`src/rtl/rv_pkg.sv`:
```
// Shared encodings for the integer execute stage: i_ctrl field offsets,
// ALU operation codes, M-extension funct3 codes, forward selects and the
// multiply/divide FSM states.
package rv_pkg;

  // i_ctrl = {branch, jump, jb_sel, mem_we, rf_we, wb_src[2:0]}
  localparam int CTRL_W         = 8;
  localparam int CTRL_BRANCH    = 7;
  localparam int CTRL_JUMP      = 6;
  localparam int CTRL_JB_SEL    = 5;
  localparam int CTRL_MEM_WE    = 4;
  localparam int CTRL_RF_WE     = 3;
  localparam int CTRL_WB_SRC_HI = 2;
  localparam int CTRL_WB_SRC_LO = 0;
  // EX/MEM keeps only {mem_we, rf_we, wb_src}
  localparam int EXMEM_CTRL_W   = 5;

  typedef enum logic [3:0] {
    ALU_ADD    = 4'd0,
    ALU_SUB    = 4'd1,
    ALU_AND    = 4'd2,
    ALU_OR     = 4'd3,
    ALU_XOR    = 4'd4,
    ALU_SLL    = 4'd5,
    ALU_SRL    = 4'd6,
    ALU_SRA    = 4'd7,
    ALU_SLT    = 4'd8,
    ALU_SLTU   = 4'd9,
    ALU_PASS_B = 4'd10
  } alu_op_e;

  typedef enum logic [2:0] {
    MD_MUL    = 3'b000,
    MD_MULH   = 3'b001,
    MD_MULHSU = 3'b010,
    MD_MULHU  = 3'b011,
    MD_DIV    = 3'b100,
    MD_DIVU   = 3'b101,
    MD_REM    = 3'b110,
    MD_REMU   = 3'b111
  } md_op_e;

  typedef enum logic [1:0] {
    FWD_RF   = 2'b00,
    FWD_MEM  = 2'b01,
    FWD_WB   = 2'b10,
    FWD_ZERO = 2'b11
  } fwd_sel_e;

  typedef enum logic [1:0] {
    MD_IDLE = 2'd0,
    MD_BUSY = 2'd1,
    MD_DONE = 2'd2
  } md_state_e;

endpackage

```
`src/rtl/ie_muldiv_stage_muldiv_unit.sv`:
```
// Iterative M-extension unit: radix-2 shift-add multiply and restoring
// divide on operand magnitudes, with sign fix-up on the way out.
// Present only when IE_MULDIV_EN is defined.
`ifdef IE_MULDIV_EN
module muldiv_unit
  import rv_pkg::*;
#(
  parameter int WIDTH = 32
) (
  input  logic             i_clk,
  input  logic             i_rst,
  input  logic             i_start,
  input  logic             i_abort,
  input  logic [2:0]       i_op,
  input  logic [WIDTH-1:0] i_a,
  input  logic [WIDTH-1:0] i_b,
  output logic             o_stall,
  output logic             o_done,
  output logic [WIDTH-1:0] o_result
);

  localparam int               CNT_W   = $clog2(WIDTH);
  localparam logic [CNT_W-1:0] LAST    = CNT_W'(WIDTH - 1);
  localparam logic [WIDTH-1:0] INT_MIN = {1'b1, {(WIDTH-1){1'b0}}};

  md_state_e          r_state, w_state_nxt;
  md_op_e             r_op;
  logic [CNT_W-1:0]   r_cnt;
  logic [WIDTH-1:0]   r_div, r_hi, r_lo;
  logic               r_neg, r_fast;
  logic               w_stall;

  logic               w_a_signed, w_b_signed, w_a_neg, w_b_neg;
  logic               w_is_div, w_div_zero, w_ovf, w_fast, w_neg, w_qbit;
  logic [WIDTH-1:0]   w_a_mag, w_b_mag, w_fast_res;
  logic [WIDTH:0]     w_sum, w_shift, w_diff;
  logic [2*WIDTH-1:0] w_prod, w_prod_s;

  // Operand signedness from funct3.
  // NOTE: every signal written in always_comb gets a default first, so no path leaves it unassigned and no latch is inferred.
  always_comb begin
    w_a_signed = 1'b0;
    w_b_signed = 1'b0;
    case (md_op_e'(i_op))
      MD_MULH, MD_DIV, MD_REM: begin
        w_a_signed = 1'b1;
        w_b_signed = 1'b1;
      end
      MD_MULHSU: w_a_signed = 1'b1;
      default: ;
    endcase
  end

  assign w_is_div   = i_op[2];
  assign w_a_neg    = w_a_signed & i_a[WIDTH-1];
  assign w_b_neg    = w_b_signed & i_b[WIDTH-1];
  assign w_a_mag    = w_a_neg ? ('0 - i_a) : i_a;
  assign w_b_mag    = w_b_neg ? ('0 - i_b) : i_b;
  assign w_div_zero = w_is_div & (i_b == '0);
  assign w_ovf      = w_is_div & w_a_signed & (i_a == INT_MIN) & (i_b == '1);
  assign w_fast     = w_div_zero | w_ovf;
  // op[1] distinguishes REM* from DIV* among the divide ops
  assign w_fast_res = w_div_zero ? (i_op[1] ? i_a : '1) : (i_op[1] ? '0 : i_a);
  // Remainder takes the dividend's sign; everything else the XOR of signs
  assign w_neg      = (w_is_div & i_op[1]) ? w_a_neg : (w_a_neg ^ w_b_neg);

  // One iteration step of each algorithm
  assign w_sum   = {1'b0, r_hi} + (r_lo[0] ? {1'b0, r_div} : '0);
  assign w_shift = {r_hi, r_lo[WIDTH-1]};
  assign w_diff  = w_shift - {1'b0, r_div};
  assign w_qbit  = ~w_diff[WIDTH];

  assign w_prod   = {r_hi, r_lo};
  assign w_prod_s = r_neg ? ('0 - w_prod) : w_prod;

  // Final result selection with sign correction
  always_comb begin
    o_result = r_lo;
    if (!r_fast) begin
      case (r_op)
        MD_MUL:                       o_result = r_lo;
        MD_MULH, MD_MULHSU, MD_MULHU: o_result = w_prod_s[2*WIDTH-1:WIDTH];
        MD_DIV, MD_DIVU:              o_result = r_neg ? ('0 - r_lo) : r_lo;
        default:                      o_result = r_neg ? ('0 - r_hi) : r_hi;
      endcase
    end
  end

  // Next-state and handshake outputs
  always_comb begin
    w_state_nxt = r_state;
    w_stall     = 1'b0;
    o_done      = 1'b0;
    case (r_state)
      MD_IDLE: begin
        if (i_start && !i_abort) begin
          w_stall     = 1'b1;
          w_state_nxt = w_fast ? MD_DONE : MD_BUSY;
        end
      end
      MD_BUSY: begin
        w_stall = 1'b1;
        if (i_abort)              w_state_nxt = MD_IDLE;
        else if (r_cnt == LAST)   w_state_nxt = MD_DONE;
      end
      MD_DONE: begin
        o_done      = ~i_abort;
        w_state_nxt = MD_IDLE;
      end
      default: w_state_nxt = MD_IDLE;
    endcase
  end

  assign o_stall = w_stall & ~i_rst;

  // State register plus operand latch and iteration datapath
  // NOTE: sequential state uses non-blocking assignments so every register samples pre-edge values.
  always_ff @(posedge i_clk) begin
    if (i_rst) begin
      r_state <= MD_IDLE;
      r_op    <= MD_MUL;
      r_cnt   <= '0;
      r_div   <= '0;
      r_hi    <= '0;
      r_lo    <= '0;
      r_neg   <= 1'b0;
      r_fast  <= 1'b0;
    end else begin
      r_state <= w_state_nxt;
      case (r_state)
        MD_IDLE: begin
          if (i_start && !i_abort) begin
            r_op   <= md_op_e'(i_op);
            r_neg  <= w_neg;
            r_fast <= w_fast;
            r_cnt  <= '0;
            r_hi   <= '0;
            if (w_fast) begin
              r_div <= '0;
              r_lo  <= w_fast_res;
            end else if (w_is_div) begin
              r_div <= w_b_mag;
              r_lo  <= w_a_mag;
            end else begin
              r_div <= w_a_mag;
              r_lo  <= w_b_mag;
            end
          end
        end
        MD_BUSY: begin
          if (!i_abort) begin
            r_cnt <= r_cnt + 1'b1;
            if (r_op[2]) begin
              r_hi <= w_qbit ? w_diff[WIDTH-1:0] : w_shift[WIDTH-1:0];
              r_lo <= {r_lo[WIDTH-2:0], w_qbit};
            end else begin
              r_hi <= w_sum[WIDTH:1];
              r_lo <= {w_sum[0], r_lo[WIDTH-1:1]};
            end
          end
        end
        default: ;
      endcase
    end
  end

endmodule
`endif

```
`src/rtl/ie_muldiv_stage.sv`:
```
// Integer execute stage: operand forwarding, ALU, branch/jump target and
// the EX/MEM pipeline register. The iterative multiply/divide unit is
// included when IE_MULDIV_EN is defined; otherwise M ops complete in one
// cycle with result 0 and the stage never stalls.
module ie_muldiv_stage
  import rv_pkg::*;
#(
  parameter int WIDTH     = 32,
  parameter int ADDR_W    = 32,
  parameter int RF_ADDR_W = 5
) (
  input  logic                    i_clk,
  input  logic                    i_rst,
  input  logic                    i_valid,
  input  logic                    i_flush,
  input  logic [CTRL_W-1:0]       i_ctrl,
  input  logic [3:0]              i_alu_ctrl,
  input  logic                    i_alu_src,
  input  logic                    i_md_en,
  input  logic [2:0]              i_md_op,
  input  logic [1:0]              i_fwd_0,
  input  logic [1:0]              i_fwd_1,
  input  logic [WIDTH-1:0]        i_rs0_data,
  input  logic [WIDTH-1:0]        i_rs1_data,
  input  logic [WIDTH-1:0]        i_imm,
  input  logic [WIDTH-1:0]        i_m_fwd,
  input  logic [WIDTH-1:0]        i_wb_fwd,
  input  logic [ADDR_W-1:0]       i_pc,
  input  logic [ADDR_W-1:0]       i_pc_plus_4,
  input  logic [RF_ADDR_W-1:0]    i_dst,
  output logic                    o_stall,
  output logic                    o_nxt_pc_src,
  output logic [ADDR_W-1:0]       o_nxt_pc,
  output logic                    o_im_valid,
  output logic [WIDTH-1:0]        o_im_result,
  output logic [WIDTH-1:0]        o_im_write_data,
  output logic [EXMEM_CTRL_W-1:0] o_im_ctrl,
  output logic [ADDR_W-1:0]       o_im_nxt_pc,
  output logic [ADDR_W-1:0]       o_im_pc_plus_4,
  output logic [RF_ADDR_W-1:0]    o_im_dst
);

  localparam int SHAMT_W = $clog2(WIDTH);

  logic [WIDTH-1:0]   w_op0, w_op1, w_alu_b, w_alu_res, w_md_result, w_result;
  logic [SHAMT_W-1:0] w_shamt;
  logic [ADDR_W-1:0]  w_jb_sum;
  logic               w_alu_zero, w_stall, w_md_done, w_load;

  // Forwarding muxes for both source operands
  always_comb begin
    w_op0 = '0;
    w_op1 = '0;
    case (fwd_sel_e'(i_fwd_0))
      FWD_RF:  w_op0 = i_rs0_data;
      FWD_MEM: w_op0 = i_m_fwd;
      FWD_WB:  w_op0 = i_wb_fwd;
      default: w_op0 = '0;
    endcase
    case (fwd_sel_e'(i_fwd_1))
      FWD_RF:  w_op1 = i_rs1_data;
      FWD_MEM: w_op1 = i_m_fwd;
      FWD_WB:  w_op1 = i_wb_fwd;
      default: w_op1 = '0;
    endcase
  end

  assign w_alu_b = i_alu_src ? i_imm : w_op1;
  assign w_shamt = w_alu_b[SHAMT_W-1:0];

  // Single-cycle ALU
  always_comb begin
    w_alu_res = '0;
    case (alu_op_e'(i_alu_ctrl))
      ALU_ADD:    w_alu_res = w_op0 + w_alu_b;
      ALU_SUB:    w_alu_res = w_op0 - w_alu_b;
      ALU_AND:    w_alu_res = w_op0 & w_alu_b;
      ALU_OR:     w_alu_res = w_op0 | w_alu_b;
      ALU_XOR:    w_alu_res = w_op0 ^ w_alu_b;
      ALU_SLL:    w_alu_res = w_op0 << w_shamt;
      ALU_SRL:    w_alu_res = w_op0 >> w_shamt;
      ALU_SRA:    w_alu_res = WIDTH'($signed(w_op0) >>> w_shamt);
      ALU_SLT:    w_alu_res = WIDTH'($signed(w_op0) < $signed(w_alu_b));
      ALU_SLTU:   w_alu_res = WIDTH'(w_op0 < w_alu_b);
      ALU_PASS_B: w_alu_res = w_alu_b;
      default:    w_alu_res = '0;
    endcase
  end

  assign w_alu_zero = (w_alu_res == '0);

  // Jump/branch target: PC-relative, or register-relative with bit 0 cleared
  assign w_jb_sum     = ADDR_W'(w_op0) + ADDR_W'(i_imm);
  assign o_nxt_pc     = i_ctrl[CTRL_JB_SEL] ? {w_jb_sum[ADDR_W-1:1], 1'b0}
                                            : i_pc + ADDR_W'(i_imm);
  assign o_nxt_pc_src = i_valid & ~i_flush & ~i_md_en &
                        ((w_alu_zero & i_ctrl[CTRL_BRANCH]) | i_ctrl[CTRL_JUMP]);

`ifdef IE_MULDIV_EN
  muldiv_unit #(.WIDTH(WIDTH)) u_muldiv (
    .i_clk    (i_clk),
    .i_rst    (i_rst),
    .i_start  (i_valid & i_md_en),
    .i_abort  (i_flush),
    .i_op     (i_md_op),
    .i_a      (w_op0),
    .i_b      (w_op1),
    .o_stall  (w_stall),
    .o_done   (w_md_done),
    .o_result (w_md_result)
  );
`else
  logic w_unused_md;
  assign w_unused_md = ^i_md_op;
  assign w_stall     = 1'b0;
  assign w_md_done   = 1'b1;
  assign w_md_result = '0;
`endif

  assign o_stall  = w_stall;
  assign w_result = i_md_en ? w_md_result : w_alu_res;
  // An M op only retires once the unit reports done; stalls and flushes leave a bubble
  assign w_load   = i_valid & ~i_flush & ~w_stall & (~i_md_en | w_md_done);

  // EX/MEM pipeline register; a bubble clears every field
  always_ff @(posedge i_clk) begin
    if (i_rst || !w_load) begin
      o_im_valid      <= 1'b0;
      o_im_result     <= '0;
      o_im_write_data <= '0;
      o_im_ctrl       <= '0;
      o_im_nxt_pc     <= '0;
      o_im_pc_plus_4  <= '0;
      o_im_dst        <= '0;
    end else begin
      o_im_valid      <= 1'b1;
      o_im_result     <= w_result;
      o_im_write_data <= w_op1;
      o_im_ctrl       <= i_ctrl[EXMEM_CTRL_W-1:0];
      o_im_nxt_pc     <= o_nxt_pc;
      o_im_pc_plus_4  <= i_pc_plus_4;
      o_im_dst        <= i_dst;
    end
  end

endmodule

```
`config.mk`:
```
export PLATFORM = sky130hd
export DESIGN_NAME = ie_muldiv_stage
export DESIGN_NICKNAME = d
export VERILOG_FILES = /design/src/rtl/rv_pkg.sv /design/src/rtl/ie_muldiv_stage_muldiv_unit.sv /design/src/rtl/ie_muldiv_stage.sv
export SDC_FILE = /design/constraint.sdc
export NUM_CORES = 1
export LEC_CHECK = 0
export ABC_AREA = 1
export CELL_PAD_IN_SITES_DETAIL_PLACEMENT = 0
export CELL_PAD_IN_SITES_GLOBAL_PLACEMENT = 1
export CORE_MARGIN = 2
export CORE_UTILIZATION = 37
export CTS_CLUSTER_DIAMETER = 60
export DETAILED_ROUTE_END_ITERATION = 7
export PLACE_DENSITY_LB_ADDON = 0.1
export SYNTH_ARGS = -nofsm -noshare
export SYNTH_HDL_FRONTEND = slang
export SYNTH_SLANG_ARGS = --single-unit
```
`constraint.sdc`:
```
create_clock -name i_clk -period 7.6 [get_ports i_clk]
set_input_delay 0.76 -clock i_clk [delete_from_list [all_inputs] [get_ports i_clk]]
set_output_delay 0.76 -clock i_clk [all_outputs]
set_load 0.02 [all_outputs]
```
==> results.yml <==
detailed_routing:
  drt_drc_violations_left: 12
  drtIter0Drc: 3301
  vias_per_cell: 5.730
  wire_per_inst_microns: 23.99
  drtAntennaViolNets: 0
  first_pass_iters: 8
  vias: 26752
  routed_wl_mm: 112.0
setup_path:
  crit_type: "input pin to primary output"
  critical_path.max_fanout: 19
  setup.worst_path.end_class: "primary output"
  critPathRequiredTime_ns: 6.84
  crit_path_start_kind: "input pin"
  critical_path_arrival_ns: 6.38
timing:
  grt_setup_unrepaired: "no"
  period_minus_slack_ns: 7.137
  max_slew_margin_pct: 20.21
  period_share_pct: 93.91
  final_setup_violation_count: 0
  timing_hold_violations_final: 0
  report.final.slew_viol_count: 0
  fin_setup_tns_ns: 0
  max_slew.worst_pin.slew_ns: 1.189
  achievable-frequency_mhz: 140.1
clock_tree:
  cts.clk_slew.worst_paths_ns: 0.09
  tritoncts_clock_tree: "built"
  cts-resized-gates: 0
  htree_num_levels: 4
  tritoncts.num_buffers: 17
  clock_tree.root_cell: "sky130_fd_sc_hd__clkbuf_16"
  cts-root-to-sink-buffers: 2
  cts.sink_count: 139
  cts_post_setup_buffers_inserted: 0
  holdBufCountCts: 0
grt:
  overall_routing_resource_usage_pct: 41.03
  number_of_global_route_vias_before_repair: 24866
  grt_max_degree: 77
  remaining_global_route_overflow: 0
  grt_pass1_wl_mm: 160.7
  antenna_found_initial: 4
logic_synthesis:
  synth.yosys.seq_area_share_pct: 14.73
  most_frequent_cells_after_synthesis: "sky130_fd_sc_hd__nand2_1, sky130_fd_sc_hd__nand3_1, sky130_fd_sc_hd__inv_1"
  syn_area_sq_mm: 0.01889
  yosysTopAreaCell: "sky130_fd_sc_hd__nand2_1"
  synthesis_stage_register_bit_count: 139
  synth.avg_cell_area_sq_um: 5.489
  synth-warning-count: 0
  synth.distinct_cells: 53
  postSynth.topFlopCell: "sky130_fd_sc_hd__dfxtp_1"
  synth_top_area_share_pct: 17.90
  synth-edff-count: 0
  synthesized_net_count: 3858
  synthesis.instances: 3442
  most_numerous_cell_in_the_yosys_netlist: "sky130_fd_sc_hd__nand2_1"
  synth_area_leaders: "sky130_fd_sc_hd__nand2_1, sky130_fd_sc_hd__nand3_1, sky130_fd_sc_hd__dfxtp_1, sky130_fd_sc_hd__ha_1, sky130_fd_sc_hd__inv_1"
  synth-async-reset-ratio_pct: 0
layout:
  final.fill_count: 5272
  number_of_non_filler_instances_in_the_completed_layout: 4669
  layout-area-overhead-vs-synth_pct: 36.28
  share_of_cells_above_drive_strength_1_pct: 8.811
  final_nets: 4399
  layout.core_utilization_pct: 51.21
worst_hold_path:
  hold_path_end: "o_im_pc_plus_4[19]"
  hold_path.startpoint: "i_pc_plus_4[19]"
  number_of_cells_traversed_by_the_worst_hold_path: 3
  hold_class: "input pin to flip-flop"
power:
  leakagePower_uw: 0.01308
  cellPowerDensity_mw_per_mm2: 155.9
  irDropWorstVdd_mv: 0.1688
outcome:
  status: "finished with violations"
  violations: "DRC"
place:
  io_buffers: 422
  post-dp-hpwl_mm: 93.42
  gp_congestion: 1.097
  place.detailed.instances: 4636
floorplanning:
  initial_utilization_pct: 37.58
  fp.dieH_microns: 230.0
  floorplan.die_area_sq_mm: 0.05289
  boundaryPins: 427
  die_w_microns: 230.0
  core_area_sq_mm: 0.05027
  number_of_core_rows: 82
flow_run:
  number_of_max_cap_violations: 0
==> worst max-delay path: stages <==
cell	delay, ns
sky130_fd_sc_hd__clkdlybuf4s50_1	0.63
sky130_fd_sc_hd__inv_2	0.10
sky130_fd_sc_hd__nor2_4	0.45
sky130_fd_sc_hd__buf_4	0.24
sky130_fd_sc_hd__nand2_1	0.07
sky130_fd_sc_hd__nand4_1	0.23
sky130_fd_sc_hd__nand2_2	0.12
sky130_fd_sc_hd__ha_1	0.53
sky130_fd_sc_hd__nand3_1	0.16
sky130_fd_sc_hd__nand2_1	0.14
sky130_fd_sc_hd__nand3_1	0.08
sky130_fd_sc_hd__nand2_1	0.20
sky130_fd_sc_hd__buf_4	0.18
sky130_fd_sc_hd__inv_1	0.04
sky130_fd_sc_hd__o21bai_1	0.43
sky130_fd_sc_hd__a21oi_1	0.12
sky130_fd_sc_hd__o21ai_0	0.10
sky130_fd_sc_hd__nand3b_1	0.21
sky130_fd_sc_hd__nor2_1	0.15
sky130_fd_sc_hd__buf_4	0.15
sky130_fd_sc_hd__nand3_1	0.06
sky130_fd_sc_hd__nor2_1	0.09
sky130_fd_sc_hd__nand3_1	0.08
sky130_fd_sc_hd__nor2_1	0.19
sky130_fd_sc_hd__nand3_1	0.10
sky130_fd_sc_hd__a21oi_1	0.13
sky130_fd_sc_hd__clkdlybuf4s50_1	0.61
==> layer usage <==
layer	vias up	share of wire, %	track usage (%)
met5	-	0.027	0
met2	1846	42	62.15
met3	336	11	8.867
met1	12194	39	51.91
met4	4	7.7	28.10
li1	12372	-	-
==> registers in the layout, indices dropped and copies added, names as in the netlist <==
signal / flops
o_im_nxt_pc: 32
o_im_pc_plus_4: 32
o_im_result: 32
o_im_write_data: 32
o_im_ctrl: 5
o_im_dst: 5
o_im_valid: 1
==> report_power, final <==
part,switching (uW),internal [uW],total [uW]
Clock,436,429,865
Combinational,1550,847,2390
Sequential,7.45,749,756
==> cell type report <==
| cell class | count | area [sq um] | share of cell area (%) |
|---|---|---|---|
| Timing Repair Buffer | 661 | 6026 | 23.40 |
| Clock buffer | 17 | 425.4 | 1.652 |
| Multi-Input combinational cell | 2716 | 13850 | 53.80 |
| Tap cell | 672 | 840.8 | 3.266 |
| Sequential cell | 139 | 2783 | 10.81 |
| Clock inverter | 14 | 132.6 | 0.5151 |
| Antenna cell | 2 | 5.005 | 0.01944 |
| Inverter | 448 | 1684 | 6.541 |
==> worst max path at each step <==
| stage | startpoint | end | slack, ns | cells past startpoint |
|---|---|---|---|---|
| 2_1_floorplan | i_alu_src | o_nxt_pc_src | 2.74 | 26 |
| 3_3_place_gp | i_fwd_1[0] | o_nxt_pc_src | 0.74 | 30 |
| 3_5_place_dp | i_fwd_1[0] | o_nxt_pc_src | 0.65 | 27 |
| 4_1_cts | i_fwd_1[0] | o_nxt_pc_src | 0.65 | 27 |
| 5_1_grt | i_fwd_1[0] | o_nxt_pc_src | 0.14 | 30 |
| 6_report | i_fwd_1[0] | o_nxt_pc_src | 0.46 | 27 |
==> cells by family (layout without fill, tap and decap cells) <==
group / after synthesis / after routing / share of synthesized area (%)
compound gates: 579 / 579 / 16.85
flops: 139 / 139 / 14.73
other cells: 1 / 3 / 0.01985
buf+inv: 587 / 1140 / 12.22
simple gates: 1955 / 1955 / 44.42
fa+ha+maj: 162 / 162 / 10.89
xor+xnor: 19 / 19 / 0.8808
==> cells in the final DEF, fill, tap and decap left out, types with 7 or more instances in the layout <==
cell type	instances
sky130_fd_sc_hd__nor2_1	353
sky130_fd_sc_hd__nand2_1	900
sky130_fd_sc_hd__nand4_1	31
sky130_fd_sc_hd__o22ai_1	19
sky130_fd_sc_hd__o21ai_0	183
sky130_fd_sc_hd__o21ai_1	28
sky130_fd_sc_hd__clkdlybuf4s50_1	421
sky130_fd_sc_hd__o21a_1	7
sky130_fd_sc_hd__nand3b_1	8
sky130_fd_sc_hd__inv_2	12
sky130_fd_sc_hd__or2_2	34
sky130_fd_sc_hd__dfxtp_1	139
sky130_fd_sc_hd__o211ai_1	9
sky130_fd_sc_hd__a21o_1	10
sky130_fd_sc_hd__nand3_1	571
sky130_fd_sc_hd__o21bai_1	14
sky130_fd_sc_hd__nor2_2	15
sky130_fd_sc_hd__clkbuf_16	17
sky130_fd_sc_hd__a21boi_0	7
sky130_fd_sc_hd__a31oi_1	20
sky130_fd_sc_hd__a221oi_1	11
sky130_fd_sc_hd__inv_1	430
sky130_fd_sc_hd__ha_1	158
sky130_fd_sc_hd__a21oi_1	247
sky130_fd_sc_hd__buf_4	238
sky130_fd_sc_hd__nor3_1	19
sky130_fd_sc_hd__xor2_1	16
==> stage by stage <==
step | power [uW] | hold WS [ns] | instance area [sq um] | worst slack, ns
2_1_floorplan | 2021 | 0.8722 | 18890 | 2.745
3_3_place_gp | 3060 | 1.288 | 25180 | 0.7361
3_5_place_dp | 3077 | 1.294 | 25180 | 0.6528
4_1_cts | 3946 | 0.7350 | 25740 | 0.6464
5_1_grt | 4206 | 0.7703 | 25740 | 0.1437
6_report | 4014 | 0.7620 | 25750 | 0.4628
(Power assumes the default switching activity.)
